===== src/rtl/pulse_generator.sv =====
`timescale 1ns/1ps
// pulse_generator
//   Turns one accepted command into a clean rectangular pulse on out_pulse with
//   programmable high time (cmd_width, 0 treated as 1) and trailing low time
//   (cmd_gap). A mandatory IDLE cycle separates consecutive pulses, so each
//   pulse always has exactly one rising and one falling edge.
//
//   Optional feature macro: PULSE_GEN_REPEAT_EN
//     Adds cmd_repeat (N extra pulses, N+1 total). Between repeated pulses the
//     low time is max(gap,1). done fires only after the final pulse.
//
// Ports
//   clk         in   clock, all logic on posedge
//   rst_n       in   synchronous active-low reset
//   cmd_valid   in   command offered
//   cmd_ready   out  command can be accepted (IDLE and not in reset)
//   cmd_width   in   high time in cycles (0 -> 1)
//   cmd_gap     in   extra low time after the pulse
//   cmd_repeat  in   extra pulse count (only with PULSE_GEN_REPEAT_EN)
//   out_pulse   out  registered pulse line
//   busy        out  high while in HIGH or GAP
//   done        out  one-cycle strobe on the first IDLE cycle after a command
module pulse_generator #(
    parameter int unsigned CNT_W = 8
) (
    input  logic             clk,
    input  logic             rst_n,
    input  logic             cmd_valid,
    output logic             cmd_ready,
    input  logic [CNT_W-1:0] cmd_width,
    input  logic [CNT_W-1:0] cmd_gap,
`ifdef PULSE_GEN_REPEAT_EN
    input  logic [CNT_W-1:0] cmd_repeat,
`endif
    output logic             out_pulse,
    output logic             busy,
    output logic             done
);

    localparam logic [CNT_W-1:0] ONE = {{(CNT_W-1){1'b0}}, 1'b1};

    typedef enum logic [1:0] {
        ST_IDLE,
        ST_HIGH,
        ST_GAP
    } state_e;

    state_e           state_q, state_d;
    logic [CNT_W-1:0] cnt_q, cnt_d;
    logic [CNT_W-1:0] gap_q, gap_d;
    logic             out_pulse_q, out_pulse_d;
    logic             done_q, done_d;
    logic             accept;
`ifdef PULSE_GEN_REPEAT_EN
    logic [CNT_W-1:0] width_q, width_d;
    logic [CNT_W-1:0] rep_q, rep_d;
`endif

    assign cmd_ready = (state_q == ST_IDLE) & rst_n;
    assign accept    = cmd_valid & cmd_ready;
    assign out_pulse = out_pulse_q;
    assign busy      = (state_q != ST_IDLE);
    assign done      = done_q;

    always_comb begin
        state_d = state_q;
        cnt_d   = cnt_q;
        gap_d   = gap_q;
        done_d  = 1'b0;
`ifdef PULSE_GEN_REPEAT_EN
        width_d = width_q;
        rep_d   = rep_q;
`endif
        case (state_q)
            ST_IDLE: begin
                if (accept) begin
                    state_d = ST_HIGH;
                    cnt_d   = (cmd_width == '0) ? '0 : cmd_width - ONE;
                    gap_d   = cmd_gap;
`ifdef PULSE_GEN_REPEAT_EN
                    width_d = cmd_width;
                    rep_d   = cmd_repeat;
`endif
                end
            end
            ST_HIGH: begin
                if (cnt_q != '0) begin
                    cnt_d = cnt_q - ONE;
`ifdef PULSE_GEN_REPEAT_EN
                end else if (gap_q != '0 || rep_q != '0) begin
                    // Zero gap is stretched to one low cycle while repeats remain.
                    state_d = ST_GAP;
                    cnt_d   = (gap_q == '0) ? '0 : gap_q - ONE;
`else
                end else if (gap_q != '0) begin
                    state_d = ST_GAP;
                    cnt_d   = gap_q - ONE;
`endif
                end else begin
                    state_d = ST_IDLE;
                    done_d  = 1'b1;
                end
            end
            ST_GAP: begin
                if (cnt_q != '0) begin
                    cnt_d = cnt_q - ONE;
`ifdef PULSE_GEN_REPEAT_EN
                end else if (rep_q != '0) begin
                    state_d = ST_HIGH;
                    rep_d   = rep_q - ONE;
                    cnt_d   = (width_q == '0) ? '0 : width_q - ONE;
`endif
                end else begin
                    state_d = ST_IDLE;
                    done_d  = 1'b1;
                end
            end
            default: begin
                state_d = ST_IDLE;
            end
        endcase
        // Line level follows the next state so it is a clean flop output.
        out_pulse_d = (state_d == ST_HIGH);
    end

    always_ff @(posedge clk) begin
        if (!rst_n) begin
            state_q     <= ST_IDLE;
            cnt_q       <= '0;
            gap_q       <= '0;
            out_pulse_q <= 1'b0;
            done_q      <= 1'b0;
`ifdef PULSE_GEN_REPEAT_EN
            width_q     <= '0;
            rep_q       <= '0;
`endif
        end else begin
            state_q     <= state_d;
            cnt_q       <= cnt_d;
            gap_q       <= gap_d;
            out_pulse_q <= out_pulse_d;
            done_q      <= done_d;
`ifdef PULSE_GEN_REPEAT_EN
            width_q     <= width_d;
            rep_q       <= rep_d;
`endif
        end
    end

endmodule

===== config.mk =====
export PLATFORM = sky130hd
export DESIGN_NAME = pulse_generator
export DESIGN_NICKNAME = d
export VERILOG_FILES = /design/src/rtl/pulse_generator.sv
export SDC_FILE = /design/constraint.sdc
export NUM_CORES = 1
export LEC_CHECK = 0
export ABC_AREA = 0
export CORE_MARGIN = 2
export CORE_UTILIZATION = 47
export CTS_BUF_LIST = sky130_fd_sc_hd__clkbuf_16
export DETAILED_ROUTE_END_ITERATION = 8
export PLACE_DENSITY = 0.82
export SYNTH_ARGS = -nofsm -noshare
export SYNTH_HDL_FRONTEND = slang
export SYNTH_SLANG_ARGS = --single-unit

===== constraint.sdc =====
create_clock -name clk -period 2.8 [get_ports clk]
set_clock_uncertainty 0.15 [all_clocks]
set_input_delay 0.56 -clock clk [delete_from_list [all_inputs] [get_ports clk]]
set_output_delay 0.56 -clock clk [all_outputs]
set_load 0.1 [all_outputs]

==> flow_summary_export.csv <==
group,metric,value,unit
run_status,status,"complete, no violations",
global_route,grt_usage,0.2332,
sta,hold_viol_final,0,
worst_setup_path,critical_path.startpoint,"cmd_width[2]",
synth,synth_edf_count,0,
layout,area_growth,28.17,%
synth,postSynthAreaPerCell,7.815,um^2
drt,vias,1451,
global_route,grt_max_degree,22,
drt,dr.pass1.iters,4,
die,rows,20,
clock_network,cts_root_buffer,"clkbuf_16",
clock_network,hold_buffers,0,
clock_network,clock_latency,0.25,ns
sta,fin_hold_ws,0.3469,ns
synth,ys_seq_area_frac,0.2800,
synth,synth_seq_cells,20,
layout,fin_util,0.6155,
min_path,min_path_type,"register to register",
synth,synth_cell_types,44,
sta,grt_setup_unrepaired,"no",
global_route,grt_pass1_vias,1338,
worst_setup_path,reg2regPathDepth,9,
drt,vias_per_cell,5.874,
worst_setup_path,crit_type,"input pin to register",
die,die_y,59.16,um
clock_network,cts_tree,"built",
power,powerDensity,606.1,nW/um^2
worst_setup_path,worstSetupEndpointType,"register",
worst_setup_path,crit_path_end,"cnt_q[7]",
drt,wirelength,3581,um
drt,post_drt_wl_per_cell,14.50,um
layout,final_cell_mix,"24 x nand2_1, 20 x dfxtp_1, 18 x clkdlybuf4s50_1",
power,leakage,0.7755,nW
power,ir_drop,0.3237,mV
drt,drtIter0Drc,65,
synth,syn_nets,211,
sta,fin_setup_tns,0,ns
global_route,antenna_found_initial,0,
die,die_area,3500,um^2
sta,drv_slew,0,
global_route,grt-ovfl-total,0,
clock_network,htreeDepth,1,
clock_network,clkTransAtPathRegs,0.05,ns
worst_setup_path,cp-start-kind,"input pin",
drt,post-route-drc-count,0,
sta,relSlewSlack,0.6837,
worst_setup_path,r2r-end,"cnt_q[5]",
die,io_pins,23,
synth,synthCells,183,
layout,final_common_cell,"nand2_1",
worst_setup_path,cp_max_fo,2,
clock_network,clock-sinks,20,
worst_setup_path,critPathArrivalTime,2.52,ns
sta,tightest_slew,0.4744,ns
layout,layout-drive-gt1-share,0.1168,
drt,ant_nets,0,
place,port_buffers,22,
sta,min_period_over_period,0.9041,
worst_setup_path,ff2ff_setup_slack,0.53,ns
worst_setup_path,reg2reg_from,"cnt_q[0]",
synth,synth_ff_type,"dfxtp_1",
clock_network,clockBufferDepth,2,
synth,ys_warn_count,0,
clock_network,post_cts_resized,0,
sta,setup_violations,0,
global_route,grt_pass1_wl,6216,um
clock_network,cts_buffers,3,
place,gp_congestion,0.8435,
layout,fin_nets,243,
place,place.detailed.hpwl,2645,um
die,chipWidth,59.16,um
worst_setup_path,worst_ep_required_time,2.79,ns
die,start_util,0.4803,
clock_network,post-cts-setup-buffer-count,0,
synth,synth_area,1430,um^2
flow_run,maxCapViolCount,0,
synth,async_reset_ff_frac,0,
die,core_area,2978,um^2
sta,post-route-min-period,2.532,ns
layout,antennaDiodeCount,0,
sta,fmax,395.0,MHz
worst min path at each step:
stage,start,to,cells past startpoint
5_1_grt,gap_q[7],gap_q[7],2
3_5_place_dp,gap_q[5],gap_q[5],2
4_1_cts,gap_q[5],gap_q[5],2
2_1_floorplan,gap_q[5],gap_q[5],2
3_3_place_gp,gap_q[5],gap_q[5],2
6_report,gap_q[5],gap_q[5],2
cell usage after synthesis, drive strengths merged, types with 4 or more instances:
| master | count | area [um^2] |
|---|---|---|
| xor2 | 7 | 61.31 |
| or4 | 6 | 52.55 |
| nor3b | 4 | 30.03 |
| nor4 | 4 | 31.28 |
| xnor2 | 4 | 35.03 |
| dfxtp | 20 | 400.4 |
| inv | 11 | 41.29 |
| ha | 9 | 112.6 |
| o21ai | 11 | 55.05 |
| clkbuf | 6 | 22.52 |
| nand3 | 11 | 55.05 |
| nor2 | 7 | 26.28 |
| a31oi | 5 | 31.28 |
| a21oi | 13 | 65.06 |
| nand2 | 25 | 96.35 |
state kept, by name, summed over array words and instances, names as in the netlist:
register   cells
out_pulse      1
state_q        2
gap_q          8
cnt_q          8
done           1
through the flow:
stage / setup slack (ns) / power (mW) / area, um^2 / cells
after floorplan: 0.4819 / 0.6692 / 1430 / 183
after detailed placement: 0.008798 / 0.8081 / 1754 / 243
final: 0.2685 / 1.111 / 1833 / 247
after global placement: 0.03825 / 0.7984 / 1754 / 243
after CTS: 0.2732 / 1.112 / 1833 / 247
after global routing: 0.1394 / 1.185 / 1833 / 247
power by group:
| part | switching (mW) | leakage [nW] | internal [mW] | total (mW) |
|---|---|---|---|---|
| logic | 0.255 | 0.572 | 0.197 | 0.452 |
| clock network | 0.104 | 0.0385 | 0.190 | 0.295 |
| registers | 0.0456 | 0.165 | 0.319 | 0.364 |
| total | 0.405 | 0.776 | 0.706 | 1.11 |
kinds of logic after synthesis:
logic type,count (synthesis),share of synthesized area
flip-flops,20,0.2800
buffers and inverters,17,0.04462
AND/OR/NAND/NOR,72,0.2703
XOR/XNOR,11,0.06736
multiplexers,3,0.02537
AO/OA/AOI/OAI,51,0.2336
adder cells (fa/ha/maj),9,0.07874
cell type report:
class                      instances  area [um^2]
inverter                          11        41.29
timing repair buffer              33        305.3
multi-input combinational        146        965.9
sequential                        20        400.4
tap                               33        41.29
clock inverter                     1        3.754
fill                             275         1145
clock buffer                       3        75.07
critical path: stages:
cell	delay (ns)
clkdlybuf4s50_1	0.42
or4_4	0.54
or4_4	0.43
mux2_4	0.31
a22oi_2	0.18
a21oi_1	0.08
per-layer routing:
layer  up-vias  global-route usage  wire (um)
li1        734                   -          -
met1       655              0.3036       1565
met2        53              0.3968       1760
met3         9             0.03712        187
met4         0             0.06818         68
met5         -                   0          0
No activity file was read; power rests on OpenSTA's default activity.
